**src/rtl/sc_dmem_arbiter.sv**
```systemverilog
// rtl/sc_dmem_arbiter.sv - two-master arbiter for the shared data-memory/IO bus
//
// Purpose:
//   Shares one data-memory/IO bus between m0 (CPU load/store port) and m1
//   (DMA/debug loader). A request is latched in IDLE, issued on the bus for one
//   cycle, held for ACCESS_LAT cycles, then completed with a one-cycle ack.
//   FSM: IDLE -> ISSUE -> WAIT -> DONE -> IDLE.
//
// Ports:
//   clock, reset                   system clock, synchronous active-high reset
//   m0_req/we/addr/wdata           master 0 request (held until m0_ack)
//   m0_gnt, m0_ack, m0_rdata       master 0 grant, completion pulse, read data
//   m1_*                           identical set for master 1
//   mem_addr, mem_datain, mem_we   shared bus outputs
//   mem_dataout                    shared bus read data
//   busy                           high whenever the FSM is not in IDLE
//
// Configuration:
//   SC_DMEM_ARB_FIXED_PRIO_EN  defined: m0 always wins ties (CPU priority)
//                              undefined: round-robin on ties

module sc_dmem_arbiter #(
  parameter int ADDR_W     = 32,
  parameter int DATA_W     = 32,
  parameter int ACCESS_LAT = 1
) (
  input  logic              clock,
  input  logic              reset,
  input  logic              m0_req,
  input  logic              m0_we,
  input  logic [ADDR_W-1:0] m0_addr,
  input  logic [DATA_W-1:0] m0_wdata,
  output logic              m0_gnt,
  output logic              m0_ack,
  output logic [DATA_W-1:0] m0_rdata,
  input  logic              m1_req,
  input  logic              m1_we,
  input  logic [ADDR_W-1:0] m1_addr,
  input  logic [DATA_W-1:0] m1_wdata,
  output logic              m1_gnt,
  output logic              m1_ack,
  output logic [DATA_W-1:0] m1_rdata,
  output logic [ADDR_W-1:0] mem_addr,
  output logic [DATA_W-1:0] mem_datain,
  output logic              mem_we,
  input  logic [DATA_W-1:0] mem_dataout,
  output logic              busy
);

  generate
    if (ACCESS_LAT < 1 || ACCESS_LAT > 15) begin : g_bad_access_lat
      $error("sc_dmem_arbiter: ACCESS_LAT must be in 1..15");
    end
  endgenerate

  localparam logic [3:0] LAT_M1 = 4'(ACCESS_LAT - 1);

  typedef enum logic [1:0] {
    ST_IDLE  = 2'd0,
    ST_ISSUE = 2'd1,
    ST_WAIT  = 2'd2,
    ST_DONE  = 2'd3
  } state_t;

  state_t     state;
  logic       sel_m1;     // owner of the current transaction
  logic       we_q;       // latched write flag of the current transaction
  logic       last_m1;    // last-served pointer, 1 = m1 served last
  logic [3:0] lat_cnt;
  logic       pick_m1;

  // Winner selection, only consumed in IDLE.
  always_comb begin
    pick_m1 = 1'b0;
    if (m1_req && !m0_req) begin
      pick_m1 = 1'b1;
    end else if (m0_req && m1_req) begin
`ifdef SC_DMEM_ARB_FIXED_PRIO_EN
      pick_m1 = 1'b0;
`else
      pick_m1 = !last_m1;
`endif
    end
  end

  always_ff @(posedge clock) begin
    if (reset) begin
      state      <= ST_IDLE;
      sel_m1     <= 1'b0;
      we_q       <= 1'b0;
      last_m1    <= 1'b1;
      lat_cnt    <= 4'd0;
      mem_addr   <= '0;
      mem_datain <= '0;
      mem_we     <= 1'b0;
      m0_gnt     <= 1'b0;
      m1_gnt     <= 1'b0;
      m0_ack     <= 1'b0;
      m1_ack     <= 1'b0;
      m0_rdata   <= '0;
      m1_rdata   <= '0;
      busy       <= 1'b0;
    end else begin
      case (state)
        ST_IDLE: begin
          if (m0_req || m1_req) begin
            sel_m1     <= pick_m1;
            we_q       <= pick_m1 ? m1_we : m0_we;
            mem_addr   <= pick_m1 ? m1_addr : m0_addr;
            mem_datain <= pick_m1 ? m1_wdata : m0_wdata;
            // Write strobe is visible exactly during the ISSUE cycle.
            mem_we     <= pick_m1 ? m1_we : m0_we;
            m0_gnt     <= !pick_m1;
            m1_gnt     <= pick_m1;
            busy       <= 1'b1;
            state      <= ST_ISSUE;
          end
        end
        ST_ISSUE: begin
          mem_we  <= 1'b0;
          lat_cnt <= LAT_M1;
          state   <= ST_WAIT;
        end
        ST_WAIT: begin
          if (lat_cnt == 4'd0) begin
            if (!we_q) begin
              if (sel_m1) m1_rdata <= mem_dataout;
              else        m0_rdata <= mem_dataout;
            end
            m0_ack <= !sel_m1;
            m1_ack <= sel_m1;
            state  <= ST_DONE;
          end else begin
            lat_cnt <= lat_cnt - 4'd1;
          end
        end
        ST_DONE: begin
          m0_ack  <= 1'b0;
          m1_ack  <= 1'b0;
          m0_gnt  <= 1'b0;
          m1_gnt  <= 1'b0;
          busy    <= 1'b0;
          last_m1 <= sel_m1;
          state   <= ST_IDLE;
        end
        default: state <= ST_IDLE;
      endcase
    end
  end

endmodule
```
**config.mk**
```make
export PLATFORM = sky130hd
export DESIGN_NAME = sc_dmem_arbiter
export DESIGN_NICKNAME = d
export VERILOG_FILES = /design/src/rtl/sc_dmem_arbiter.sv
export SDC_FILE = /design/constraint.sdc
export NUM_CORES = 1
export LEC_CHECK = 0
export CAP_MARGIN = 20
export CORE_MARGIN = 10
export CORE_UTILIZATION = 40
export CTS_CLUSTER_DIAMETER = 200
export DETAILED_ROUTE_END_ITERATION = 6
export PLACE_DENSITY = 0.79
export RECOVER_POWER = 25
export SYNTH_ARGS = -nofsm -noshare
export SYNTH_HDL_FRONTEND = slang
export SYNTH_SLANG_ARGS = --single-unit
export TNS_END_PERCENT = 100
```
**constraint.sdc**
```tcl
create_clock -name clock -period 2.27 [get_ports clock]
set_input_delay 0.3405 -clock clock [delete_from_list [all_inputs] [get_ports clock]]
set_output_delay 0.3405 -clock clock [all_outputs]
set_load 0.02 [all_outputs]
```
==> impl_metrics.json, run 1 <==
{
  "status": "completed",
  "start_util_pct": 40.97,
  "r2r_slack_ns": 0.34,
  "grt_antenna_before_repair": 0,
  "synth_top_area_cell": "dfxtp_1",
  "fin_crit_sh_pct": 84.93,
  "die-area_sq_um": 21100,
  "vias": 5456,
  "viasPerCell": 4.850,
  "gp_congestion": 0.8329,
  "hold_depth": 2,
  "finalSetupViolations": 0,
  "finClkSkew_ns": 0.009506,
  "max_cap_violations": 0,
  "syn_avg_cell_area_sq_um": 10.15,
  "cts_tree": "done",
  "crit_type": "reg2reg",
  "grt.total_usage_pct": 19.22,
  "cp-end-kind": "flop",
  "required_ns": 2.60,
  "synthArstFlopShare_pct": 0,
  "antennaDiodeCount": 0,
  "min_period_ns": 1.928,
  "slew_viol_final": 0,
  "cp_cell_sequence": "inv_1, ha_1, nand3b_1, nor4_1, buf_12, mux2i_1",
  "max_freq_mhz": 518.7,
  "critPathSlowestCell": "nor4_1",
  "drtIter0Drc": 194,
  "worstPathMaxFanout": 25,
  "worst_hold_slack_ns": 0.4668,
  "clk_pin_slew_worst_paths_ns": 0.06,
  "syn2layout_area_growth_pct": 59.92,
  "startpoint_type": "flop",
  "synth_top_area_share_pct": 45.62,
  "crit_start": "lat_cnt[0]",
  "synth-edff-count": 0,
  "mappedNetlistNets": 790,
  "hold_class": "reg2reg",
  "slowest_delay_ns": 0.48,
  "hold_viol": 0,
  "tns_ns": 0,
  "ff2ff_path_depth": 6,
  "cp.arrival_ns": 2.26,
  "hold_end": "m0_rdata[28]",
  "num_rows": 45,
  "core-area_sq_um": 15310,
  "drc": 0,
  "rsz0062_at_grt": "no",
  "r2r-end": "m0_rdata[22]",
  "yosys.cell_count.top_type": "dfxtp_1",
  "drt-pass1-iter-count": 4,
  "syn_inst": 618,
  "ys_seq_area_share_pct": 45.62,
  "overflow": 0,
  "ys_ff_latch": 143,
  "vdd_drop_max_mv": 0.5656,
  "cts_buffers": 17,
  "fillers": 1254,
  "drive_above_1_share_pct": 5.470,
  "layout.nets": 1073,
  "hold_path_startpoint": "m0_rdata[28]",
  "htreeDepth": 4,
  "fp.dieH_um": 145.2,
  "dieWidth_um": 145.2,
  "clkSinkCount": 143,
  "netlist_area_sq_um": 6275,
  "ys_types": 38,
  "synth-main-ff-cell": "dfxtp_1",
  "final_core_util_pct": 65.52,
  "grt_pass1_vias": 5539,
  "ant_nets": 0,
  "grt_pass1_wl_um": 32310,
  "total_leakage_power_nw": 3.895,
  "yosys_warnings": 0,
  "ctsHoldBuffers": 0,
  "dp_hpwl_um": 16570,
  "io_pins": 300,
  "grt_max_degree": 84,
  "tightest_slew_ns": 0.7251,
  "clk_path_buf_depth": 2,
  "clockRootBuffer": "clkbuf_16",
  "maxSlewHeadroom_pct": 51.66,
  "routed_wl_um": 21120,
  "synth.area.top_cells": "dfxtp_1 46%, mux2i_1 21%, nand2b_1 10%",
  "yosys-top-cells-count": "143 x dfxtp_1, 132 x mux2i_1, 101 x nand2b_1",
  "clk_latency_ns": 0.42,
  "wl_per_cell_um": 18.78,
  "r2r_start": "lat_cnt[0]",
  "io_buffers": 299,
  "cts_setup_buffers": 0,
  "p_per_area_nw_per_um2": 1043,
  "cts_resized": 0
}
==> cell families after synthesis <==
group,share of synthesized area (%)
AO/OA/AOI/OAI,10.41
adder cells (fa/ha/maj),1.196
buffers and inverters,4.427
flip-flops,45.62
multiplexers,21.06
AND/OR/NAND/NOR,17.29
==> routing by layer <==
metal	global-route usage, %	up-vias	routed length, um
met4	7.937	0	549
met2	31.17	244	9869
met5	0	-	0
met1	20.94	2447	8559
li1	-	2735	-
met3	9.562	30	2145
==> registers in the layout (all words and copies together) (netlist names) <==
register and flops:
mem_datain 32, m1_gnt 1, state 2, m0_ack 1, mem_we 1, lat_cnt 4
last_m1 1, mem_addr 32, we_q 1, m1_rdata 32, busy 1, m0_gnt 1
sel_m1 1, m0_rdata 32, m1_ack 1
==> metrics by stage <==
stage | std cells | setup WS (ns) | power, mW | cell area [sq um]
final | 1125 | 0.3421 | 10.47 | 10030
after global routing | 1125 | 0.2586 | 11.00 | 10030
after CTS | 1125 | 0.3776 | 10.65 | 10090
after detailed placement | 1093 | 0.2387 | 7.786 | 9489
after global placement | 1093 | 0.3059 | 7.728 | 9489
after floorplan | 618 | 0.5489 | 5.746 | 6275
==> worst max path at each step <==
stage / end / slack, ns
3_5_place_dp: mem_datain[18] / 0.24
6_report: m0_rdata[22] / 0.34
5_1_grt: m1_rdata[3] / 0.26
2_1_floorplan: mem_addr[0] / 0.55
4_1_cts: m0_rdata[1] / 0.38
3_3_place_gp: mem_datain[5] / 0.31
==> cell usage in the layout, fill, tap and decap left out, drive strengths merged, types with 2 or more instances in the layout <==
cell type	n
bufinv	3
nor3	2
mux2i	132
nor3b	2
nor2b	2
nand2b	101
a211oi	66
dfxtp	143
o21ai	6
inv	6
clkinv	6
nand3b	4
clkinvlp	2
clkdlybuf4s50	280
nand4b	2
a21oi	8
ha	6
nor4	2
buf	13
nand2	3
nor2	68
clkbuf	24
o32ai	2
dlygate4sd3	18
or4	2
==> power by group <==
part / switching, mW / total, mW / leakage (nW) / internal (mW)
clock: 1.04 / 2.82 / 0.293 / 1.78
combinational: 2.21 / 4.21 / 2.43 / 2.00
sequential: 0.334 / 3.44 / 1.17 / 3.10
==> worst max-delay path, delay by kind of cell (launching register included) <==
kind,cells,cell delay [ns]
fa+ha+maj,1,0.23
mux,1,0.25
buf+inv,2,0.38
flops,1,0.33
simple gates,2,0.65
==> final cells by class <==
type / instances / area, sq um / area share [%]
Timing Repair Buffer: 314 / 3179 / 31.68
Multi-Input combinational cell: 419 / 3107 / 30.96
Sequential cell: 143 / 2863 / 28.53
Clock buffer: 21 / 460.4 / 4.589
Tap cell: 211 / 264.0 / 2.631
Clock inverter: 11 / 138.9 / 1.384
Inverter: 6 / 22.52 / 0.2244
Note: power is estimated with default switching activity, not from simulation.
==> run 2: changes to the inputs <==
- clock period: 2.27 -> 2 ns (I/O delays scaled with it)
==> run 2 against run 1 <==
  * Worst hold slack better by 0.0027 ns
  * Register-to-register slack got worse by 0.18 ns
  * Utilization grew 0.62 points
  * Critical path depth shrank 1
  * Wire length shrank 0.57%
  * Final cell count rose by 0.44%
  * Sequential power increased by 13%
  * Highest routed layer is now met5
  * Setup slack worse by 0.18 ns
  * Combinational power up 14%
  * Clock power increased by 13%
==> impl_metrics.json, run 2 (synthesis results as in run 1) <==
{
  "fp.dieH_um": 145.2,
  "clk_pin_slew_worst_paths_ns": 0.06,
  "power_mw": 11.88,
  "tns_ns": 0,
  "worst_hold_slack_ns": 0.4694,
  "max_cap_violations": 0,
  "hold_viol": 0,
  "ant_nets": 0,
  "finalSetupViolations": 0,
  "grt_max_degree": 66,
  "worstPathMaxFanout": 25,
  "clkSinkCount": 143,
  "cp-end-kind": "flop",
  "rsz0062_at_grt": "no",
  "routed_wl_um": 21000,
  "io_buffers": 299,
  "min_period_ns": 1.837,
  "p_per_area_nw_per_um2": 1172,
  "placed_area_sq_um": 9552,
  "vdd_drop_max_mv": 0.6853,
  "cp.arrival_ns": 2.12,
  "start_util_pct": 40.97,
  "dieWidth_um": 145.2,
  "final_cell_mix": "270 x clkdlybuf4s50_1, 143 x dfxtp_1, 132 x mux2i_1",
  "cts_tree": "done",
  "clk_latency_ns": 0.42,
  "startpoint_type": "flop",
  "overflow": 0,
  "r2r_slack_ns": 0.16,
  "required_ns": 2.28,
  "drive_above_1_share_pct": 6.536,
  "vias": 5440,
  "viasPerCell": 4.814,
  "final_cell_area_sq_um": 10130,
  "wl_per_cell_um": 18.59,
  "grt.total_usage_pct": 19.19,
  "clk_path_buf_depth": 2,
  "ctsHoldBuffers": 0,
  "cts_setup_buffers": 0,
  "tightest_slew_ns": 0.5861,
  "clockRootBuffer": "clkbuf_16",
  "die-area_sq_um": 21100,
  "total_leakage_power_nw": 3.940,
  "htreeDepth": 4,
  "grt_util_met3_pct": 9.531,
  "gr-usage-met1_pct": 21.12,
  "drc": 0,
  "crit_type": "reg2reg",
  "io_pins": 300,
  "drtIter0Drc": 238,
  "top_usage_layer": "met2",
  "finClkSkew_ns": 0.008580,
  "fin_crit_sh_pct": 91.87,
  "grt_antenna_before_repair": 1,
  "num_rows": 45,
  "gp_congestion": 0.8321,
  "drt-pass1-iter-count": 4,
  "grt_pass1_wl_um": 32150,
  "maxSlewHeadroom_pct": 60.93,
  "grt_pass1_vias": 5491,
  "status": "completed",
  "slew_viol_final": 0,
  "grtUsageMet2_pct": 31.90,
  "layout.nets": 1078,
  "cts_resized": 0,
  "dp_hpwl_um": 16590,
  "hold_class": "reg2reg",
  "max_freq_mhz": 544.3,
  "cts_buffers": 17,
  "syn2layout_area_growth_pct": 61.44,
  "final_core_util_pct": 66.14,
  "core-area_sq_um": 15310,
  "mostFrequentLayoutCell": "clkdlybuf4s50_1"
}
run 2: layout make-up:
cell class	instances	area [sq um]
diodes	1	2.502
clock buffers	17	425.4
clock inverters	14	170.2
fillers	1245	5185
inverters	6	22.52
multi-input cells	419	3149
flip-flops and latches	143	2863
well taps	211	264.0
repair buffers	319	3233
run 2: routing by layer:
metal | share of wire, % | vias to the layer above | wire, um
met2 | 48 | 218 | 10020
met4 | 1.5 | 2 | 308
met5 | 0.043 | - | 9
li1 | - | 2757 | -
met3 | 9.8 | 21 | 2056
met1 | 41 | 2442 | 8607
run 2: through the flow:
stage | setup slack (ns) | std cells
after floorplan | 0.2789 | 618
after global placement | 0.1212 | 1098
after detailed placement | 0.07791 | 1098
after CTS | 0.1505 | 1129
after global routing | 0.03843 | 1129
final | 0.1626 | 1130
run 2: path summary, 6_finish.rpt:
check,start,depth (start not counted),end
max,lat_cnt[0],5,m1_rdata[18]
min,m0_rdata[19],2,m0_rdata[19]
max reg2reg,lat_cnt[0],5,m1_rdata[18]
min reg2reg,m0_rdata[19],2,m0_rdata[19]
run 2: worst max-delay path: stages, from the launching register on:
cell and delay [ns]:
dfxtp_1 0.33, inv_1 0.08, ha_1 0.27, nand3b_4 0.14
or4_4 0.69, mux2i_1 0.20
run 2: report_power, final:
part	switching [mW]	internal, mW	leakage (nW)
sequential	0.373	3.52	1.17
clock	1.25	1.95	0.281
combinational	2.51	2.27	2.49
